## src/rtl/dr_async_pkg.sv

```systemverilog
// rtl/dr_async_pkg.sv - shared types, constants and dual-rail helpers
// Purpose: state enums for the dual-rail FIFO bridge and width-generic
//   dual-rail encode/decode/classify functions.
// Contents: in_state_t, out_state_t, DR_NULL, dr_encode, dr_decode,
//   dr_complete, dr_null, dr_illegal.
package dr_async_pkg;

  // Helpers work on a fixed maximum width; callers zero-extend their
  // vectors and pass the live width, so one function serves every WIDTH
  // up to DR_MAX_W.
  localparam int DR_MAX_W = 64;

  typedef logic [DR_MAX_W-1:0]   dr_word_t;
  typedef logic [2*DR_MAX_W-1:0] dr_rails_t;

  typedef enum logic {IN_WAIT, IN_ACK} in_state_t;
  typedef enum logic {OUT_SPACER, OUT_DATA} out_state_t;

  localparam dr_rails_t DR_NULL = '0;

  // Bit i: true rail at [2i+1], false rail at [2i].
  function automatic dr_rails_t dr_encode(input dr_word_t word, input int width);
    dr_rails_t r;
    r = DR_NULL;
    for (int i = 0; i < DR_MAX_W; i++) begin
      if (i < width) begin
        r[2*i+1] = word[i];
        r[2*i]   = ~word[i];
      end
    end
    return r;
  endfunction

  function automatic dr_word_t dr_decode(input dr_rails_t rails, input int width);
    dr_word_t w;
    w = '0;
    for (int i = 0; i < DR_MAX_W; i++) begin
      if (i < width) w[i] = rails[2*i+1];
    end
    return w;
  endfunction

  function automatic logic dr_complete(input dr_rails_t rails, input int width);
    logic ok;
    ok = 1'b1;
    for (int i = 0; i < DR_MAX_W; i++) begin
      if (i < width) ok = ok & (rails[2*i+1] ^ rails[2*i]);
    end
    return ok;
  endfunction

  function automatic logic dr_null(input dr_rails_t rails, input int width);
    logic z;
    z = 1'b1;
    for (int i = 0; i < DR_MAX_W; i++) begin
      if (i < width) z = z & ~rails[2*i+1] & ~rails[2*i];
    end
    return z;
  endfunction

  function automatic logic dr_illegal(input dr_rails_t rails, input int width);
    logic bad;
    bad = 1'b0;
    for (int i = 0; i < DR_MAX_W; i++) begin
      if (i < width) bad = bad | (rails[2*i+1] & rails[2*i]);
    end
    return bad;
  endfunction

endpackage

```

## src/rtl/sync_nff_vec.sv

```systemverilog
// rtl/sync_nff_vec.sv - N-bit, STAGES-deep flop synchroniser
// Purpose: bring asynchronous signals into the clk domain.
// Ports: clk, rst_n (async active-low, clears to 0), d[N-1:0] async in,
//   q[N-1:0] synchronised out.
module sync_nff_vec #(
  parameter int N      = 1,
  parameter int STAGES = 2
) (
  input  logic         clk,
  input  logic         rst_n,
  input  logic [N-1:0] d,
  output logic [N-1:0] q
);

  logic [N-1:0] chain [STAGES];

  always_ff @(posedge clk or negedge rst_n) begin
    if (!rst_n) begin
      for (int s = 0; s < STAGES; s++) chain[s] <= '0;
    end else begin
      chain[0] <= d;
      for (int s = 1; s < STAGES; s++) chain[s] <= chain[s-1];
    end
  end

  assign q = chain[STAGES-1];

endmodule

```

## src/rtl/dr_sync_fifo_buffer.sv

```systemverilog
// rtl/dr_sync_fifo_buffer.sv - dual-rail four-phase channel to clocked FIFO bridge
// Purpose: accept WIDTH-bit four-phase dual-rail words, queue DEPTH of them,
//   re-emit them on a four-phase dual-rail output channel.
// Ports: clk, rst_n (async active-low); data_in/ack_ant upstream channel;
//   data_out/ack_next downstream channel; level = stored entries;
//   err = sticky illegal-codeword flag.
module dr_sync_fifo_buffer
  import dr_async_pkg::*;
#(
  parameter int WIDTH       = 8,
  parameter int DEPTH       = 4,
  parameter int SYNC_STAGES = 2
) (
  input  logic                       clk,
  input  logic                       rst_n,
  input  logic [2*WIDTH-1:0]         data_in,
  output logic                       ack_ant,
  output logic [2*WIDTH-1:0]         data_out,
  input  logic                       ack_next,
  output logic [$clog2(DEPTH+1)-1:0] level,
  output logic                       err
);

  localparam int RW = 2 * WIDTH;
  localparam int LW = $clog2(DEPTH + 1);
  localparam int PW = $clog2(DEPTH);

  logic [RW-1:0]    rails_s;
  logic             ack_s;
  logic             complete, is_null, illegal, full;
  logic             push, pop;
  logic [WIDTH-1:0] mem [DEPTH];
  logic [PW-1:0]    wr_ptr, rd_ptr;

  in_state_t        in_state, in_state_nxt;
  out_state_t       out_state, out_state_nxt;
  logic             ack_ant_nxt, err_nxt;
  logic [RW-1:0]    data_out_nxt;
  logic [LW-1:0]    level_nxt;

  sync_nff_vec #(.N(RW), .STAGES(SYNC_STAGES)) u_sync_rails (
    .clk   (clk),
    .rst_n (rst_n),
    .d     (data_in),
    .q     (rails_s)
  );

  sync_nff_vec #(.N(1), .STAGES(SYNC_STAGES)) u_sync_ack (
    .clk   (clk),
    .rst_n (rst_n),
    .d     (ack_next),
    .q     (ack_s)
  );

  assign complete = dr_complete(dr_rails_t'(rails_s), WIDTH);
  assign is_null  = dr_null(dr_rails_t'(rails_s), WIDTH);
  assign illegal  = dr_illegal(dr_rails_t'(rails_s), WIDTH);
  // Registered level only: a pop in the same cycle does not make room.
  assign full     = (level == LW'(DEPTH));

  function automatic logic [PW-1:0] ptr_inc(input logic [PW-1:0] p);
    return (p == PW'(DEPTH - 1)) ? '0 : p + PW'(1);
  endfunction

  // Input channel FSM
  always_comb begin
    in_state_nxt = in_state;
    ack_ant_nxt  = ack_ant;
    err_nxt      = err | illegal;
    push         = 1'b0;
    case (in_state)
      IN_WAIT: begin
        if (complete && !full && !err) begin
          push         = 1'b1;
          ack_ant_nxt  = 1'b1;
          in_state_nxt = IN_ACK;
        end
      end
      IN_ACK: begin
        if (is_null) begin
          ack_ant_nxt  = 1'b0;
          in_state_nxt = IN_WAIT;
        end
      end
      default: in_state_nxt = IN_WAIT;
    endcase
  end

  // Output channel FSM; data_out moves between NULL and a full codeword
  // in one registered step so the receiver never sees a partial word.
  always_comb begin
    out_state_nxt = out_state;
    data_out_nxt  = data_out;
    pop           = 1'b0;
    case (out_state)
      OUT_SPACER: begin
        if (!ack_s && (level != '0)) begin
          data_out_nxt  = RW'(dr_encode(dr_word_t'(mem[rd_ptr]), WIDTH));
          out_state_nxt = OUT_DATA;
        end
      end
      OUT_DATA: begin
        if (ack_s) begin
          pop           = 1'b1;
          data_out_nxt  = RW'(DR_NULL);
          out_state_nxt = OUT_SPACER;
        end
      end
      default: out_state_nxt = OUT_SPACER;
    endcase
  end

  always_comb begin
    level_nxt = level;
    case ({push, pop})
      2'b10:   level_nxt = level + LW'(1);
      2'b01:   level_nxt = level - LW'(1);
      default: level_nxt = level;
    endcase
  end

  always_ff @(posedge clk or negedge rst_n) begin
    if (!rst_n) begin
      in_state  <= IN_WAIT;
      out_state <= OUT_SPACER;
      ack_ant   <= 1'b0;
      err       <= 1'b0;
      data_out  <= '0;
      level     <= '0;
      wr_ptr    <= '0;
      rd_ptr    <= '0;
    end else begin
      in_state  <= in_state_nxt;
      out_state <= out_state_nxt;
      ack_ant   <= ack_ant_nxt;
      err       <= err_nxt;
      data_out  <= data_out_nxt;
      level     <= level_nxt;
      if (push) wr_ptr <= ptr_inc(wr_ptr);
      if (pop)  rd_ptr <= ptr_inc(rd_ptr);
    end
  end

  // Storage needs no reset: entries are only read once counted in level.
  always_ff @(posedge clk) begin
    if (push) mem[wr_ptr] <= WIDTH'(dr_decode(dr_rails_t'(rails_s), WIDTH));
  end

endmodule

```

## config.mk

```make
export PLATFORM = sky130hd
export DESIGN_NAME = dr_sync_fifo_buffer
export DESIGN_NICKNAME = d
export VERILOG_FILES = /design/src/rtl/dr_async_pkg.sv /design/src/rtl/sync_nff_vec.sv /design/src/rtl/dr_sync_fifo_buffer.sv
export SDC_FILE = /design/constraint.sdc
export NUM_CORES = 1
export LEC_CHECK = 0
export CAP_MARGIN = 20
export CORE_UTILIZATION = 59
export DETAILED_ROUTE_END_ITERATION = 8
export PLACE_DENSITY_LB_ADDON = 0.15
export RECOVER_POWER = 100
export SLEW_MARGIN = 15
export SYNTH_ARGS = -nofsm -noshare
export SYNTH_HDL_FRONTEND = slang
export SYNTH_SLANG_ARGS = --single-unit
export TNS_END_PERCENT = 50
```

## constraint.sdc

```tcl
create_clock -name clk -period 5.18 [get_ports clk]
set_input_delay 1.036 -clock clk [delete_from_list [all_inputs] [get_ports clk]]
set_output_delay 1.036 -clock clk [all_outputs]
set_load 0.02 [all_outputs]
```

==> out/results.ini <==
[outcome]
outcome=finished, final reports clean

[global_routing]
grt_pass1_vias=1847
grt_pass1_wl_um=9030
grt_max_degree=62
antenna_found_initial=0
grt_usage=0.208
gr-total-overflow=0

[cts]
cts_made_buffers=9
clock_path_buffers=2
cts.sinks=93
tritoncts=built
ctsHoldBuffers=0
cts_resized=0
clkLatencyLatePin_ps=360
cts_root_buffer=clkbuf_8
cts_setup_buffers=0
cts.clk_slew.worst_paths_ps=80
cts_max_level=3

[pwr]
ir_worst_vdd_mv=0.234
p_leak_uw=0.00184
power_uw=1910
power_density_nw_per_um2=461

[layout]
syn2layout_area_growth_pct=19.1
layout.nets=290
fill_cells=365
fin_cells=332
final_util=0.739
diodes=0
layout-drive-gt1-share=0.123

[die]
die_height_um=78.8
core_area_um2=5610
die_width_um=78.8
start_util=0.621
rows=27
dieArea_um2=6210
io_pins=40

[route]
first_pass_iters=4
wl_per_cell_um=16.0
vias=1731
ant_nets=0
drt-initial-drc-count=122
routed_via_density=5.21
wl_um=5310
drc_errors=0

[synth]
synth_ff_type=dfrtp_1
synth_seq_cells=93
synthMuxAreaShare=0.107
synthAdderAreaFrac=0.0596
synth_top_cell_by_area=dfrtp_1
ys_types=32
synth_top_family_by_area=multiplexers
synth_compound_area_frac=0.0183
synth.avg_cell_area_um2=16.6
netlist_instances=210
async_flop_share=0.656
synth.area.top_cells=dfrtp_1, edfxtp_1, ha_1
mappedNetlistNets=245
synth_top_area_frac=0.438
synth_most_common_cell=dfrtp_1
synth-xor-area-share=0.00755
ys_seq_area_frac=0.714
yosys.area_share.simple=0.0622
synth_edf_count=32
synth_area_um2=3480
synthTopCellsByCount=dfrtp_1, edfxtp_1, inv_1, nand2_1, mux2i_1
ys.warnings.count=0

[critical_path]
critPathLaunchType=flop
cp_top_family=buffers and inverters
rrSetupSlack_ps=2660
timing.critical_path.cells=dlygate4sd3_1
critPathArrivalTime_ps=1570
cp_slowest_cell=dlygate4sd3_1
crit_fanout=4
critPathRequiredTime_ps=4140
crit_buf_inv=1
critical_path.max_stage_delay_ps=730
crit_type=reg2out
end_kind=output pin

[placed_design]
post-place-ws_ps=2680
io_buffers=39
dp.cells=316
gp_congestion=0.748
dp.final_hpwl_um=3540

[timing]
fin_crit_sh=0.503
fmax_mhz=384
setup_ws_ps=2570
fin_skew_ps=12.5
setup_viol=0
tightestPinTransition_ps=845
finalMaxSlewViolations=0
tns_ps=0
rsz0062_at_grt=no
period_minus_slack_ps=2610
hold_viol=0
max_slew_margin=0.436

[run]
maxCapViolCount=0

[hold_path]
hold_class=reg2reg

[layout make-up]
class,instances,area (µm²),share of cell area
Clock inverter,3,38.8,0.00935
Sequential cell,93,2490,0.600
Tap cell,72,90.1,0.0217
Timing Repair Buffer,40,393,0.0947
Multi-Input combinational cell,92,875,0.211
Inverter,19,71.3,0.0172
Clock buffer,13,191,0.0462
[flip-flops by register name, indices dropped and copies added, names as in the netlist]
name	flops
mem	32
out_state	1
err	1
wr_ptr	2
level	3
ack_ant	1
rd_ptr	2
u_sync_rails.chain	16
u_sync_ack.q	1
u_sync_ack.chain	1
data_out	16
u_sync_rails.q	16
in_state	1
[layout by cell type (no fill, tap or decap), types with 2 or more instances in the layout]
cell and count:
edfxtp_1 32, nor2_1 3, dfrtp_1 61, and2_0 4
ha_1 15, clkbuf_16 2, nor3_1 4, nand2_1 19
nor4_1 3, xor2_1 2, dlygate4sd3_1 38, clkbuf_8 10
mux2_2 3, inv_1 19, mux2i_1 16, mux4_2 8
[cell families (layout without fill, tap and decap cells)]
family,after synthesis,in the layout
simple gates,40,40
xor+xnor,3,3
fa+ha+maj,16,16
buf+inv,25,75
mux,27,27
flops,93,93
compound gates,6,6
[power by group]
part | internal (µW) | total, µW | switching [µW]
registers | 847 | 940 | 92.2
clock network | 293 | 530 | 237
logic | 221 | 440 | 219
[path summary, 6_finish.rpt]
kind                                   startpoint           endpoint  cells past startpoint
max in group asynchronous                   rst_n  u_sync_rails.q[6]                      2
min in group asynchronous                   rst_n        data_out[8]                      2
max reg2reg                    u_sync_rails.q[13]           level[1]                      8
min                        u_sync_rails.chain[24]  u_sync_rails.q[8]                      0
min reg2reg                u_sync_rails.chain[24]  u_sync_rails.q[8]                      0
max                                      level[2]           level[2]                      1
[per-layer routing]
| layer | wire, µm | GRT usage | share of wire |
|---|---|---|---|
| met1 | 2300 | 0.264 | 0.43 |
| met2 | 2670 | 0.334 | 0.50 |
| met3 | 208 | 0.0414 | 0.039 |
| met4 | 132 | 0.127 | 0.025 |
| met5 | 0 | 0 | 0 |
[metrics by stage]
stage	hold WS (ps)	cell area (µm²)
3_5_place_dp	335	3930
2_1_floorplan	331	3480
6_report	346	4150
4_1_cts	353	4160
5_1_grt	356	4150
3_3_place_gp	332	3930
Power figures use the tool's default switching activity.
